## config.mk

```make
export PLATFORM = sky130hd
export DESIGN_NAME = spi_master_byte
export DESIGN_NICKNAME = d
export VERILOG_FILES = /design/src/rtl/spi_master_byte.sv
export SDC_FILE = /design/constraint.sdc
export NUM_CORES = 1
export LEC_CHECK = 0
export ABC_AREA = 1
export CAP_MARGIN = 20
export CELL_PAD_IN_SITES_DETAIL_PLACEMENT = 1
export CELL_PAD_IN_SITES_GLOBAL_PLACEMENT = 1
export CORE_ASPECT_RATIO = 0.6
export CORE_MARGIN = 8
export CORE_UTILIZATION = 44
export CTS_BUF_LIST = sky130_fd_sc_hd__clkbuf_2
export DETAILED_ROUTE_END_ITERATION = 8
export PLACE_DENSITY_LB_ADDON = 0.05
export SLEW_MARGIN = 25
export SYNTH_ARGS = -nofsm -noshare
export SYNTH_HDL_FRONTEND = slang
export SYNTH_SLANG_ARGS = --single-unit
```

## constraint.sdc

```tcl
create_clock -name clk -period 3.86 [get_ports clk]
set_input_delay 0.386 -clock clk [delete_from_list [all_inputs] [get_ports clk]]
set_output_delay 0.386 -clock clk [all_outputs]
set_load 0.005 [all_outputs]
```

## src/rtl/spi_master_byte.sv

```systemverilog
// spi_master_byte: SPI mode-0 master that frames valid/ready words under SSEL.
// Define SPI_LSB_FIRST_EN to shift LSB first on both MOSI and MISO.
module spi_master_byte #(
    parameter int CLK_DIV = 5,
    parameter int DATA_W  = 8
) (
    input  logic              clk,
    input  logic              rst,
    input  logic [DATA_W-1:0] tx_data,
    input  logic              tx_last,
    input  logic              tx_valid,
    output logic              tx_ready,
    output logic [DATA_W-1:0] rx_data,
    output logic              rx_valid,
    output logic              busy,
    output logic              SCK,
    output logic              MOSI,
    input  logic              MISO,
    output logic              SSEL
);
    localparam int BW = $clog2(DATA_W + 1);
    typedef enum logic [2:0] {IDLE, LOW, HIGH, WAIT, TAIL, GAP} state_t;
    state_t state, state_n;
    logic [7:0] div_cnt;
    logic [BW-1:0] bit_cnt;
    logic [DATA_W-1:0] tx_sh, rx_sh, tx_nx, rx_nx;
    logic last, accept, phase_end, last_bit;
`ifdef SPI_LSB_FIRST_EN
    assign MOSI  = tx_sh[0];
    assign tx_nx = tx_sh >> 1;
    assign rx_nx = {MISO, rx_sh[DATA_W-1:1]};
`else
    assign MOSI  = tx_sh[DATA_W-1];
    assign tx_nx = tx_sh << 1;
    assign rx_nx = {rx_sh[DATA_W-2:0], MISO};
`endif
    assign busy = !SSEL || state == GAP;
    always_comb begin
        tx_ready  = !rst && (state == IDLE || state == WAIT);
        accept    = tx_valid && tx_ready;
        phase_end = div_cnt == 8'(CLK_DIV - 1);
        last_bit  = bit_cnt == BW'(DATA_W - 1);
        state_n   = state;
        case (state)
            IDLE, WAIT: state_n = accept ? LOW : state;
            LOW:        state_n = phase_end ? HIGH : LOW;
            HIGH:       state_n = !phase_end ? HIGH : !last_bit ? LOW : last ? TAIL : WAIT;
            TAIL:       state_n = phase_end ? GAP : TAIL;
            GAP:        state_n = phase_end ? IDLE : GAP;
            default:    state_n = IDLE;
        endcase
    end
    always_ff @(posedge clk) begin
        if (rst) begin
            state    <= IDLE;
            div_cnt  <= '0;
            bit_cnt  <= '0;
            tx_sh    <= '0;
            rx_sh    <= '0;
            last     <= 1'b0;
            rx_data  <= '0;
            rx_valid <= 1'b0;
            SCK      <= 1'b0;
            SSEL     <= 1'b1;
        end else begin
            state    <= state_n;
            div_cnt  <= state_n != state ? 8'd0 : div_cnt + 8'd1;
            rx_valid <= state == HIGH && phase_end && last_bit;
            SCK      <= state_n == HIGH;
            SSEL     <= state_n inside {IDLE, GAP};
            if (accept) begin
                tx_sh   <= tx_data;
                last    <= tx_last;
                bit_cnt <= '0;
            end
            if (state == LOW && phase_end)
                rx_sh <= rx_nx;
            // the last bit stays on MOSI through WAIT/TAIL
            if (state == HIGH && phase_end) begin
                bit_cnt <= bit_cnt + BW'(1);
                if (!last_bit)
                    tx_sh <= tx_nx;
                else
                    rx_data <= rx_sh;
            end
        end
    end
endmodule

```

==> impl_metrics.py <==
metrics = {
    "synthesis": {
        "synth_cells": 246,
        "ys_warn_count": 0,
        "ys_top_cells_by_area": "dfxtp_1 44%, nor2_1 7.2%, nand2_1 7.0%",
        "synth_seq_cells": 43,
        "seq_area_frac_synth_pct": 44.4,
        "avgSynthCellArea_um2": 7.89,
        "synth_top_area_share_pct": 44.4,
        "synth_cell_type_count": 33,
        "yosys.area.top_type": "dfxtp_1",
        "syn_nets": 262,
        "netlist_area_um2": 1940,
        "synth-edff-count": 0,
        "synth_ff_type": "dfxtp_1",
        "async_flop_share_pct": 0,
    },
    "cts": {
        "post_cts_buffers": 0,
        "cts_hold_buf": 0,
        "clkSinkCount": 43,
        "cts_tree": "built",
        "ctsRootBufferMaster": "clkbuf_2",
        "cts_resized": 0,
        "htreeDepth": 2,
        "clk_path_buf_depth": 2,
        "clkLatencyLatePin_ps": 410,
        "numCtsBuffers": 5,
        "clk_pin_slew_ps": 230,
    },
    "die": {
        "die_y_um": 67.4,
        "core.rowCount": 18,
        "initial_core_util_pct": 46.6,
        "die_x_um": 102,
        "die-area_um2": 6860,
        "core_area_um2": 4170,
        "io_pins": 27,
    },
    "power": {
        "p_seq_share_pct": 60.7,
        "p_sw_uw": 222,
        "ir_drop_uv": 149,
        "p_per_area_nw_per_um2": 333,
        "swShare_pct": 29.0,
        "finalPower_uw": 767,
        "power_frac_comb_pct": 12.4,
        "power.leakage_uw": 0.000847,
        "pwr-share-clk_pct": 26.8,
        "internal-power_uw": 545,
    },
    "cells_and_area": {
        "final_cell_mix": "43 x dfxtp_1, 37 x nor2_1, 36 x nand2_1",
        "layout-drive-gt1-share_pct": 14.9,
        "area_growth_pct": 18.6,
        "insertedDiodeCount": 0,
        "fin_nets": 291,
        "final_common_cell": "dfxtp_1",
        "nFillCells": 542,
    },
    "route": {
        "first_pass_iters": 4,
        "vias": 1657,
        "drc_errors": 0,
        "vias_per_cell": 4.93,
        "antenna_left": 0,
        "routedWlPerCell_um": 13.8,
        "drt-total-wl_mm": 4.65,
        "drt-initial-drc-count": 54,
    },
    "grt": {
        "grt_pass1_vias": 1685,
        "grt_antenna_before_repair": 0,
        "grt_pass1_wl_mm": 7.96,
        "grt_max_degree": 24,
        "grtUsageTotal_pct": 14.6,
        "grt_overflow": 0,
    },
    "sta": {
        "setup_viol": 0,
        "finClkSkew_ps": 11.0,
        "min_period_ps": 2470,
        "setup_ws_ps": 1390,
        "hold_viol": 0,
        "setup_tns_ps": 0,
        "slew-limit-headroom_pct": 70.5,
        "fmax_mhz": 405,
        "rsz0062_at_grt": "no",
        "slew_violations": 0,
        "post-route-period-util_pct": 64.0,
        "tightest_slew_ps": 442,
    },
    "place": {
        "pre_cts_slack_ps": 1390,
        "hpwl_mm": 3.68,
        "gp_congestion": 0.827,
        "port-buffer-count": 26,
    },
    "worst_setup_path": {
        "cp.arrival_ps": 2080,
        "crit_path_start_kind": "input pin",
        "cp-end-kind": "output pin",
        "critical_path_class": "in2out",
        "worstPathRequired_ps": 3470,
        "worstPathMaxFanout": 23,
    },
    "outcome": {
        "status": "completed",
    },
    "worst_hold_path": {
        "worstHoldPathType": "reg2reg",
    },
    "run": {
        "max_cap_viol_count": 0,
    },
}
cells in the mapped netlist, types with 2 or more instances:
library cell  number
nor2_4             2
a31oi_1            4
inv_4              2
nor2_1            37
inv_2              3
nand2_1           36
nand3_2            3
xnor2_1            3
inv_1             13
dfxtp_1           43
nand2_2           10
xor2_1             4
nand4_1            2
nand3_1           19
clkbuf_1           3
o21ai_0           23
a21oi_1           15
ha_1               3
nand2_4            4
nor2_2             4
final timing paths:
| path | from | to | slack [ps] | cells after the start |
|---|---|---|---|---|
| setup / recovery | rst | tx_ready | 1390 | 6 |
| hold reg to reg | rx_data[3]$_SDFFE_PP0P_ | rx_data[3]$_SDFFE_PP0P_ | 480 | 2 |
| setup reg to reg | bit_cnt[0]$_SDFFE_PP0P_ | div_cnt[1]$_SDFF_PP0_ | 1990 | 11 |
| hold / removal | rx_data[3]$_SDFFE_PP0P_ | rx_data[3]$_SDFFE_PP0P_ | 480 | 2 |
stage by stage:
step / instance area (um^2) / hold slack [ps] / instances / utilization [%]
after floorplan: 1940 / 439 / 246 / -
after global placement: 2250 / 455 / 328 / 54.1
after global routing: 2300 / 467 / 336 / 55.3
after detailed placement: 2250 / 457 / 328 / 54.1
final: 2300 / 478 / 336 / 55.3
after CTS: 2300 / 479 / 336 / 55.3
cells by family after synthesis:
logic type                 Yosys count  share of synthesized area [%]
adders and majority gates            3                           1.93
and+or+nand+nor                    122                           32.1
DFF                                 43                           44.4
xor gates and xnor gates             7                           3.16
AOI/OAI and AO/OA                   47                           12.9
buffers and inverters               24                           5.54
power by group through the flow:
stage	logic [uW]	registers (uW)	clock network, uW
6_report	95.3	466	206
5_1_grt	108	468	233
4_1_cts	96.9	466	213
3_5_place_dp	96.7	474	0
3_3_place_gp	94.2	474	0
2_1_floorplan	58.2	473	0
critical path: stages:
cell and delay (ps):
clkdlybuf4s50_1 390, buf_4 190, inv_2 280, nand2_1 150, nor2_4 150, clkdlybuf4s50_1 530
sequential cells by signal (all words and copies together), names as in the netlist:
name and flops:
SCK 1, SSEL 1, bit_cnt 4, div_cnt 8
last 1, rx_data 8, rx_sh 8, rx_valid 1
state 3, tx_sh 8
layer usage:
layer  routed length (um)  global-route usage [%]  share of wire [%]  up-vias
li1                     -                       -                  -      868
met4                   30                    3.31               0.65        0
met5                    0                       0                  0        -
met3                  196                    4.10                4.2        4
met2                 1910                    22.2                 41       28
met1                 2510                    20.1                 54      757
cell type report:
cell class	count	area, um^2	share of cell area [%]
flip-flops and latches	43	861	37.4
repair buffers	27	268	11.6
multi-input cells	179	972	42.2
clock buffers	5	25.0	1.09
well taps	60	75.1	3.26
clock inverters	3	23.8	1.03
inverters	19	77.6	3.37
Note: power is estimated with default switching activity, not from simulation.
==> RTL change (same settings) <==
Make the reset (`rst`) asynchronous in one clocked block.
--- a/src/rtl/spi_master_byte.sv
+++ b/src/rtl/spi_master_byte.sv
@@ -50,7 +50,7 @@
             default:    state_n = IDLE;
         endcase
     end
-    always_ff @(posedge clk) begin
+    always_ff @(posedge clk or posedge rst) begin
         if (rst) begin
             state    <= IDLE;
             div_cnt  <= '0;
Formal check against the unedited RTL: differs if rst is asserted again (counterexample within 4 cycles, from zero or initial values and one cycle with rst high); with rst held inactive, the same outputs for 10 cycles.
==> RTL change against the unedited design <==
  * Area after synthesis up 3.2%
  * Design area up 3.9%
  * Critical path depth unchanged
  * Cell count down 6.8%
  * Sequential share of layout area up 7.6 points
  * First-iteration DRC count down 9.3%
  * Setup slack better by 0.033 ns
  * Clock skew up 0.018 ns
  * Wire length up 1.0%
  * Sequential cell count unchanged
  * Fmax up 1.3%
Power is not compared: it rests on default switching activity, and its combinational part moved more than twofold at a synthesized area within 25%.
==> RTL change: results (changes against the unedited design) <==
P_leak=1.136 nW; outcome=finished, final reports clean; crit-path max FO=4 (-83%); largest net degree at the start of global routing=44 (+83%); number of setup buffers added after CTS=0 (unchanged); Crit path max-delay family=buffers and inverters; Post-DP Area=2328 µm² (+3.3%); Total Routing Usage GR=14.80% (+0.16 points); Commonest cells post-synth=dfrtp_1, nand2_1, nor2_1, inv_1, o21ai_0; CTS H-tree lvls=2 (unchanged); Avg Synthesized Cell Area=9.183 µm² (+16%); vias in the first global route=1668 (-1.0%); post-synthesis cell type count=28 (-15%); worst stage delay on the critical path=0.51 ns (-0.02 ns); pre-CTS setup slack=1.685 ns (+0.3000 ns); Async SR Flop Fraction=100.0% (+100 points); Post-CTS Resized=0 (unchanged); Antenna diodes=0 (unchanged); DR WL/cell=15.00 µm (+8.5%); First DRT Iteration DRCs=49 (-9.3%); Clock Skew=0.02866 ns (+0.01770 ns); clk_lat worst skew=~0.42 ns; type of the tightest min-delay check=in -> async; commonest register cell after synthesis=dfrtp_1; Reg clk slew, reported paths=between 0.2 and 0.25 ns; Post-DP HPWL=3.481 mm (-5.5%); proportion of layout cells with a drive suffix above 1=10.00% (-4.9 points); GPL Wtd Cong=0.7977 (-3.5%); IO buf count=26 (unchanged); cell with the largest stage delay on the worst path=clkdlybuf4s50_1; root buf cell=clkbuf_2; initial antenna violation count=0 (unchanged); clk buf depth=2 (unchanged); first-pass GRT wire length=8.066 mm (+1.4%); peak supply drop=around 300 µV; Cells after DPL=305 (-7.0%); clock buffer count from CTS=5 (unchanged); Seq/Total Area, Yosys=53.81% (+9.5 points); vias=1533 (-7.5%); Worst Max-Slew Pin Slew=0.5594 ns (+0.1169 ns); final wirelength=4.696 mm (+1.0%); Ys Warns=0 (unchanged); DRT Pass-1 Iters=4 (unchanged); syn nets=234 (-11%); synth top area cells=dfrtp_1, nand2_1, nor2_1, o21ai_0, inv_1; fin nets=265 (-8.9%)
## RTL change: path summary, 6_finish.rpt
kind	startpoint	to	slack (ns)	cells past startpoint
setup / recovery	state[0]$_DFF_PP0_	tx_ready	1.42	6
hold / removal	rst	div_cnt[2]$_DFF_PP0_	0.48	3
setup reg to reg	state[0]$_DFF_PP0_	div_cnt[0]$_DFF_PP0_	1.69	10
hold reg to reg	div_cnt[0]$_DFF_PP0_	div_cnt[0]$_DFF_PP0_	0.49	1
max in group asynchronous	rst	div_cnt[1]$_DFF_PP0_	2.99	3
min in group clk	div_cnt[0]$_DFF_PP0_	div_cnt[0]$_DFF_PP0_	0.49	1
## RTL change: logic make-up (layout without fill, tap and decap cells)
family / count (synthesis) / in the layout / synth area share, %
mux: 4 / 4 / 2.250
compound gates: 35 / 35 / 9.437
xor+xnor: 7 / 7 / 3.063
fa+ha+maj: 3 / 3 / 1.875
flops: 43 / 43 / 53.81
simple gates: 101 / 101 / 24.44
buf+inv: 25 / 57 / 5.125
## RTL change: per-layer routing
metal	wire, µm	track usage [%]
met1	2284	19.07
met2	2150	23.68
met3	220	4.569
met4	41	4.293
met5	0	0
## RTL change: worst min-delay path: stages
cell and delay [ns]:
clkdlybuf4s50_1 0.44, inv_1 0.10, buf_4 0.47
## RTL change: area by class of cell
class                           instances  area, µm²
Clock buffer                            5      25.02
Inverter                               22      82.58
Sequential cell                        43       1077
Tap cell                               63      78.83
Timing Repair Buffer                   27      267.8
Multi-Input combinational cell        150      822.0
Clock inverter                          3      38.79
Fill cell                             547       2077
## RTL change: where the power goes
group | leakage (nW) | switching, mW | total (mW) | internal (mW)
clock network | 0.0404 | 0.152 | 0.259 | 0.107
registers | 0.549 | 0.0798 | 0.657 | 0.577
logic | 0.547 | 0.268 | 0.438 | 0.170
